$ cat src/rtl/spi_pkg.sv
// Shared types and frame geometry for the register-access SPI master.
// The 17-bit frame carries rw, addr and wdata; an 18th sclk edge lets the slave commit.
package spi_pkg;

    localparam int unsigned FRAME_BITS    = 17;
    localparam int unsigned SCLK_EDGES    = 18;
    localparam int unsigned RD_FIRST_EDGE = 10;
    localparam int unsigned RD_LAST_EDGE  = 17;
    localparam int unsigned EDGE_W        = $clog2(SCLK_EDGES + 1);

    typedef enum logic [2:0] {
        StIdle,
        StSetup,
        StShift,
        StHold,
        StDone
    } spi_state_e;

    // Read frames send zeros in the data slot so the slave sees a clean turnaround.
    function automatic logic [FRAME_BITS-1:0] build_frame(input logic       rw,
                                                           input logic [7:0] addr,
                                                           input logic [7:0] wdata);
        return {rw, addr, (rw ? wdata : 8'h00)};
    endfunction

endpackage

$ cat src/rtl/spi_clk_gen.sv
// Serial clock generator: divides clk by CLK_DIV per half-period while enabled.
// Emits a tick every CLK_DIV cycles and rise/fall strobes for the edge sclk is about to take.
module spi_clk_gen #(
    parameter int unsigned CLK_DIV = 4
) (
    input  logic clk,
    input  logic rst_n,
    input  logic en,
    input  logic toggle,
    output logic sclk,
    output logic tick,
    output logic rise,
    output logic fall
);

    localparam int unsigned CNT_W = (CLK_DIV > 1) ? $clog2(CLK_DIV) : 1;
    localparam logic [CNT_W-1:0] CNT_MAX = CNT_W'(CLK_DIV - 1);

    logic [CNT_W-1:0] cnt_q;
    logic             sclk_q;

    assign tick = en && (cnt_q == CNT_MAX);
    assign rise = tick && toggle && !sclk_q;
    assign fall = tick && toggle && sclk_q;
    assign sclk = sclk_q;

    always_ff @(posedge clk or negedge rst_n) begin
        if (!rst_n) begin
            cnt_q  <= '0;
            sclk_q <= 1'b0;
        end else if (!en) begin
            cnt_q  <= '0;
            sclk_q <= 1'b0;
        end else begin
            if (tick) begin
                cnt_q <= '0;
            end else begin
                cnt_q <= cnt_q + 1'b1;
            end
            if (tick && toggle) begin
                sclk_q <= ~sclk_q;
            end
        end
    end

endmodule

$ cat src/rtl/spi_master.sv
// SPI master issuing 17-bit register read/write frames (rw, addr, wdata) with 18 sclk edges.
// Mode-0 style: mosi updates on sclk fall, read data captured on the falls after edges 10..17.
module spi_master
    import spi_pkg::*;
#(
    parameter int unsigned CLK_DIV = 4
) (
    input  logic       clk,
    input  logic       rst_n,
    input  logic       start,
    input  logic       rw,
    input  logic [7:0] addr,
    input  logic [7:0] wdata,
    output logic       busy,
    output logic       done,
    output logic [7:0] rdata,
    output logic       sclk,
    output logic       mosi,
    input  logic       miso,
    output logic       ss
);

    spi_state_e            state_q;
    logic [FRAME_BITS-1:0] frame_q;
    logic [7:0]            rd_sr_q;
    logic [EDGE_W-1:0]     edge_cnt_q;
    logic                  rw_q;
    logic                  busy_q;
    logic                  done_q;
    logic                  ss_q;
    logic                  mosi_q;
    logic [7:0]            rdata_q;

    logic gen_en;
    logic gen_toggle;
    logic tick;
    logic rise;
    logic fall;
    logic shift_end;
    logic in_rd_window;

    spi_clk_gen #(
        .CLK_DIV(CLK_DIV)
    ) u_clk_gen (
        .clk   (clk),
        .rst_n (rst_n),
        .en    (gen_en),
        .toggle(gen_toggle),
        .sclk  (sclk),
        .tick  (tick),
        .rise  (rise),
        .fall  (fall)
    );

    // After the last fall, one more low half-period elapses before ss is released.
    assign shift_end    = !sclk && (edge_cnt_q == EDGE_W'(SCLK_EDGES));
    assign in_rd_window = (edge_cnt_q >= EDGE_W'(RD_FIRST_EDGE)) &&
                          (edge_cnt_q <= EDGE_W'(RD_LAST_EDGE));

    always_comb begin
        gen_en     = 1'b0;
        gen_toggle = 1'b0;
        unique case (state_q)
            StSetup: begin
                gen_en     = 1'b1;
                gen_toggle = 1'b1;
            end
            StShift: begin
                gen_en     = 1'b1;
                gen_toggle = !shift_end;
            end
            StHold: begin
                gen_en     = 1'b1;
            end
            default: begin
                gen_en     = 1'b0;
                gen_toggle = 1'b0;
            end
        endcase
    end

    always_ff @(posedge clk or negedge rst_n) begin
        if (!rst_n) begin
            state_q    <= StIdle;
            frame_q    <= '0;
            rd_sr_q    <= '0;
            edge_cnt_q <= '0;
            rw_q       <= 1'b0;
            busy_q     <= 1'b0;
            done_q     <= 1'b0;
            ss_q       <= 1'b1;
            mosi_q     <= 1'b0;
            rdata_q    <= 8'h00;
        end else begin
            done_q <= 1'b0;
            unique case (state_q)
                // DONE shares the accept path so a held start relaunches without a gap.
                StIdle, StDone: begin
                    busy_q <= 1'b0;
                    ss_q   <= 1'b1;
                    mosi_q <= 1'b0;
                    if (start) begin
                        frame_q    <= build_frame(rw, addr, wdata);
                        rw_q       <= rw;
                        mosi_q     <= rw;
                        ss_q       <= 1'b0;
                        busy_q     <= 1'b1;
                        edge_cnt_q <= '0;
                        rd_sr_q    <= '0;
                        state_q    <= StSetup;
                    end else begin
                        state_q <= StIdle;
                    end
                end
                StSetup: begin
                    if (rise) begin
                        edge_cnt_q <= edge_cnt_q + 1'b1;
                        state_q    <= StShift;
                    end
                end
                StShift: begin
                    if (rise) begin
                        edge_cnt_q <= edge_cnt_q + 1'b1;
                    end
                    if (fall) begin
                        frame_q <= frame_q << 1;
                        mosi_q  <= frame_q[FRAME_BITS-2];
                        if (in_rd_window) begin
                            rd_sr_q <= {rd_sr_q[6:0], miso};
                        end
                    end
                    if (tick && shift_end) begin
                        ss_q    <= 1'b1;
                        mosi_q  <= 1'b0;
                        state_q <= StHold;
                    end
                end
                StHold: begin
                    if (tick) begin
                        done_q  <= 1'b1;
                        busy_q  <= 1'b0;
                        state_q <= StDone;
                        if (!rw_q) begin
                            rdata_q <= rd_sr_q;
                        end
                    end
                end
                default: begin
                    state_q <= StIdle;
                end
            endcase
        end
    end

    assign busy  = busy_q;
    assign done  = done_q;
    assign rdata = rdata_q;
    assign mosi  = mosi_q;
    assign ss    = ss_q;

    a_mosi_stable: assert property (@(posedge clk) disable iff (!rst_n) sclk |-> $stable(mosi));
    a_done_pulse:  assert property (@(posedge clk) disable iff (!rst_n) done |=> !done);
    a_done_idle:   assert property (@(posedge clk) disable iff (!rst_n) done |-> !busy);

endmodule

$ cat config.mk
export PLATFORM = sky130hd
export DESIGN_NAME = spi_master
export DESIGN_NICKNAME = d
export VERILOG_FILES = /design/src/rtl/spi_pkg.sv /design/src/rtl/spi_clk_gen.sv /design/src/rtl/spi_master.sv
export SDC_FILE = /design/constraint.sdc
export NUM_CORES = 1
export LEC_CHECK = 0
export ABC_CLOCK_PERIOD_IN_PS = 2200
export CORE_MARGIN = 4
export CORE_UTILIZATION = 40
export CTS_BUF_LIST = sky130_fd_sc_hd__clkbuf_8
export CTS_CLUSTER_DIAMETER = 50
export CTS_CLUSTER_SIZE = 24
export DETAILED_ROUTE_END_ITERATION = 7
export PLACE_DENSITY = 0.7
export SYNTH_ARGS = -nofsm -noshare
export SYNTH_HDL_FRONTEND = slang
export SYNTH_SLANG_ARGS = --single-unit
$ cat constraint.sdc
create_clock -name clk -period 2.2 [get_ports clk]
set_clock_uncertainty 0.2 [all_clocks]
set_input_delay 0.33 -clock clk [delete_from_list [all_inputs] [get_ports clk]]
set_output_delay 0.33 -clock clk [all_outputs]
set_load 0.05 [all_outputs]
[Word level (Yosys, flattened, before mapping)]
Cells that the tools add are included.
W data, S select, Z words.
Word-level totals
  register bits: 48
  bits in latches: 0
  memory bits (writable): 0
  ROM bits: 0
  input bits: 21
  output and inout port bits: 13
  word-level logic and storage cells: 92
  memories kept: 0
Operators by class
  $add $sub $neg: 2
  $mul: 0
  div/mod/pow operators: 0
  $lt $le $gt $ge: 2
  equal/unequal tests: 15
  shift-type cells: 0
  mux-type cells: 34
  bitwise logic cells: 2
  reduce and logical (&&, ||, !) cells: 25
Operators with widths (count)
  $mux W16: 2
  $mux W8: 4
  $pmux W16 S2: 1
  $pmux W8 S2: 1
  $ne A2 B2 Y1 const B: 7
  $mux W1: 13
  $pmux W3 S4: 1
  $reduce_and A3 Y1: 4
  $mux W5: 2
  $pmux W5 S2: 1
  $mux W3: 3
  $pmux W1 S2: 4
  $reduce_and A2 Y1: 4
  $logic_and A1 B1 Y1: 7
  $eq A3 B2 Y1 const B: 2
  $reduce_bool A2 Y1: 3
  $add A5 B1 Y5 const B: 1
  $eq A5 B5 Y1 const B: 1
  $ge A5 B4 Y1 const B: 1
  $le A5 B5 Y1 const B: 1
  $mux W2: 2
  $reduce_and A4 Y1: 1
  $reduce_or A2 Y1: 2
  $eq A3 B1 Y1 const B: 1
  other kinds (9): 11

[Depth between registers and ports, before layout]
  depth in word-level cells: 9
  mapped depth: 7
  gate-level depth less buffers: 6

[By module]
From an unflattened synthesis, not the netlist that was laid out.
Second synthesis, totals
  cell total of the unflattened synthesis: 225
  area total of the unflattened synthesis: 2290.9 sq um
Modules (own cells, without submodules)
  spi_master: instances 1, cells an instance 212, area an instance 2147.1 sq um, sequential area each 1127.3 sq um
  spi_clk_gen: instances 1, cells an instance 13, area an instance 143.9 sq um, sequential area each 75.1 sq um

[Least setup slack after synthesis]
OpenSTA, ideal clock, no wires.
  path kind: register to register
  from: reg edge_cnt_q[0]
  to: reg rd_sr_q[0]
  setup time: 121 ps
  data arrival time: 1704 ps
  data required time: 1879 ps
  setup slack: 175 ps
  cell stages (with the launch flop): 8
  path buffers: 1
  clock period less this slack: 2025 ps
  cell sequence: dfrtp_1 -> inv_1 -> ha_1 -> or3_1 -> a32o_1 -> and3_1 -> buf_6 -> a22o_1
Between the ends
  cells in the longest elaborated chain, start to end: 8
  elaborated cells on any way between the ends: 12
  those cells by class: order compare: 2; eq/ne: 3; mux: 1; reduce/logical: 6
RTL lines
  from (decl): line spi_master.sv:26  | logic [EDGE_W-1:0] edge_cnt_q;
  from (signal assigned): line spi_master.sv:117  | edge_cnt_q <= edge_cnt_q + 1'b1;
  from (signal assigned): line spi_master.sv:123  | edge_cnt_q <= edge_cnt_q + 1'b1;
  $eq A5 B5 Y1: line spi_master.sv:56  | assign shift_end = !sclk && (edge_cnt_q == EDGE_W'(SCLK_EDGES));
  $logic_and A1 B1 Y1: line spi_master.sv:56
  $logic_not A1 Y1: line spi_master.sv:70  | gen_toggle = !shift_end;
  $pmux W1 S2: line spi_master.sv:63  | unique case (state_q)
  $logic_and A1 B1 Y1 (2 in series): line spi_clk_gen.sv:24  | assign fall = tick && toggle && sclk_q;
  $ne A2 B2 Y1 (no line)
  $reduce_and A4 Y1 (no line) *
  to (signal assigned): line spi_master.sv:129  | rd_sr_q <= {rd_sr_q[6:0], miso};
  to (decl): line spi_master.sv:25  | logic [7:0] rd_sr_q;
Every way passes the cells marked *; elsewhere a longest branch is shown, timed or not.
A chain may end at the register's enable or synchronous reset.

[Worst setup path in the final report]
  from: reg edge_cnt_q[1]
  to: reg rd_sr_q[3]
The elaborated chain is that of the path after synthesis.

==> results.md <==
* Status: finished, final reports clean
* Gr usage total at 14.4%
* Multi-input gate area at 938 µm²
* Port Buf Inserts at 33
* Post-Syn Area at 0.00223 mm²
* H-tree depth at 2
* Vias/cell at 5.23
* Commonest non-fill, non-tap cell in the layout: dfrtp_1
* Row cnt at 26
* Crit path largest cell delay at 0.45 ns
* CP max-delay cell: dfrtp_1
* Yosys top cell area share at 52.7%
* Post-synth top flop: dfrtp_1
* Req. time, crit path at 2.20 ns
* I/O pin count at 34
* FFs w/ async S/R, synth at 100%
* Critical path type: reg -> reg
* # diodes at 0
* Final Cycle Share at 94.2%
* Largest net degree at the start of global routing at 32
* Post-route antenna net violation count at 0
* Max-slew violations at 0
* Fmax at 483 MHz
* Post-synthesis cell count at 215
* PnR worst setup slack at 0.128 ns
* Clock Sinks at 48
* Drt total wl at 4450 µm
* Top cells by area, synth: dfrtp_1, mux2_2, a31oi_1
* Relative slew slack at 65.2%
* Setup Viol. Count Final at 0
* Routed length per instance at 13.7 µm
* Remaining global-route overflow at 0
* Resized Gates After CTS at 0
* Clk_lat worst skew at 0.30 ns
* Total CTS buffers at 5
* Netlist cell types at 42
* RSZ-0062 raised after global routing: false
* Die X at 82.7 µm
* Largest area contributor in the netlist: dfrtp_1
* TritonCTS clock tree: built
* Pre-CTS setup slack at 0.176 ns
* Reg area at 0.00120 mm²
* Vias in the first global route at 1,567
* Core Area at 0.00527 mm²
* Worst-path fanout max at 8
* Power per cell area at 581 mW/mm²
* VDD IR max at 0.000320 V
* Share of cells above drive strength 1 at 14.6%
* DP HPWL at 3220 µm
* First-pass GRT wire length at 7440 µm
* Max-capacitance violation count at 0
* DR pass1 iterations at 4
* CTS max path bufs at 2
* Via count at 1,696
* WP data arrival at 2.07 ns
* P_leak at 1.19 nW
* Sequential area share after synthesis at 53.9%
* GP Congestion at 0.751
* CP Launch Type: flip-flop
* Synth Net Count at 240
* Min cycle time layout at 2.07 ns
* #FFs+latches synth at 48
* Die Y at 82.7 µm
* DRT iter0 DRCs at 92
* DRC at 0
* DIE AREA at 0.00684 mm²
* Clock root buffer: clkbuf_8
* Hold crit path type: reg -> reg
* Least-Margin Pin Slew at 0.521 ns
* Post-synth EDFFs at 0
* Most frequent cells in the layout: dfrtp_1, clkdlybuf4s50_1, nand2_1
* Nets at 278
* Syn_area_per_cell at 10.4 µm²
* Clock slew at reported path FFs at 0.09 ns
* CP cell instances: ha_1 > or3_1 > a32o_1 > and3_1 > a22o_1
* Starting Density at 42.4%
* Fill count at 508
* Number of hold violations in the final report at 0
* Setup TNS at 0 ns
* Setup crit end kind: flip-flop
* Synth-to-Final Area Change at 24.7%
* Yosys warns at 0
* Initial antenna violation count at 0
-- report_power, final --
part           leakage [nW]  switching, W  internal [W]
Combinational         0.538     0.0000263     0.0000350
Clock                0.0614      0.000301      0.000372
Sequential            0.590             0      0.000881
-- worst paths after layout --
path / from / end / slack [ns] / cells after the start
max: edge_cnt_q[1]$_DFFE_PN0P_ / rd_sr_q[3]$_DFFE_PN0P_ / 0.13 / 5
min: u_clk_gen.cnt_q[0]$_DFF_PN0_ / u_clk_gen.cnt_q[0]$_DFF_PN0_ / 0.26 / 1
max reg2reg: edge_cnt_q[1]$_DFFE_PN0P_ / rd_sr_q[3]$_DFFE_PN0P_ / 0.13 / 5
min reg2reg: u_clk_gen.cnt_q[0]$_DFF_PN0_ / u_clk_gen.cnt_q[0]$_DFF_PN0_ / 0.26 / 1
max in group asynchronous: rst_n / frame_q[4]$_DFFE_PN0P_ / 0.95 / 3
min in group asynchronous: rst_n / busy$_DFFE_PN0P_ / 0.33 / 2
-- kinds of logic after synthesis --
| group | Yosys count | share of synthesized area, % |
|---|---|---|
| compound gates | 43 | 13.5 |
| xor+xnor | 2 | 1.12 |
| fa+ha+maj | 5 | 2.69 |
| buf+inv | 18 | 4.09 |
| flops | 48 | 53.9 |
| mux | 10 | 5.04 |
| simple gates | 89 | 19.7 |
-- layout make-up --
type                            count  share of cell area [%]
Tap cell                           70                    3.15
Sequential cell                    48                    43.2
Clock buffer                        6                    2.97
Timing Repair Buffer               43                    14.7
Clock inverter                      2                    1.39
Inverter                            6                   0.809
Multi-Input combinational cell    149                    33.7
-- worst max-delay path, delay by kind of cell (launching register included) --
family                     cells  cell delay (ns)
AOI/OAI and AO/OA              2             0.46
DFF                            1             0.45
adders and majority gates      1             0.22
and+or+nand+nor                2             0.64
-- flip-flops by register name, summed over array words and instances (netlist names) --
register / count
state_q: 3
frame_q: 16
u_clk_gen.cnt_q: 2
done: 1
rd_sr_q: 8
rw_q: 1
rdata: 8
ss: 1
u_clk_gen.sclk: 1
busy: 1
mosi: 1
edge_cnt_q: 5
-- stage by stage --
stage,cells,area [µm²],total power (W),hold WS (ns),utilization (%)
after floorplan,215,2230,0.000902,-0.166,-
after global placement,315,2650,0.000961,0.134,50.3
after detailed placement,315,2650,0.000961,0.138,50.3
after CTS,324,2780,0.00163,0.267,52.8
after global routing,324,2780,0.00167,0.273,52.8
final,324,2780,0.00162,0.264,52.8
-- metal layers --
metal  track usage (%)  wire, µm  up-vias
li1                  -         -      828
met1              20.6      2120      818
met2              21.5      2020       42
met3              2.49       225        8
met4              6.37        82        0
met5                 0         0        -
-- synthesized netlist by cell type, types with 3 or more instances --
library cell,number
o21ai_0,6
inv_1,6
nor2b_1,5
nor4_1,3
mux2_2,10
nor2_1,25
a22o_1,8
nand2_1,26
a31oi_1,17
dfrtp_1,47
a21oi_1,3
buf_2,7
nand2b_1,4
nand3_1,11
ha_1,4
-- what timing repair did --
action | in CTS | in global routing
buffers inserted | 0 | 0
hold endpoints to repair | 20 | 0
hold buffers | 1 | 0
setup endpoints to repair | 0 | 0
No activity file was read; power rests on OpenSTA's default activity.
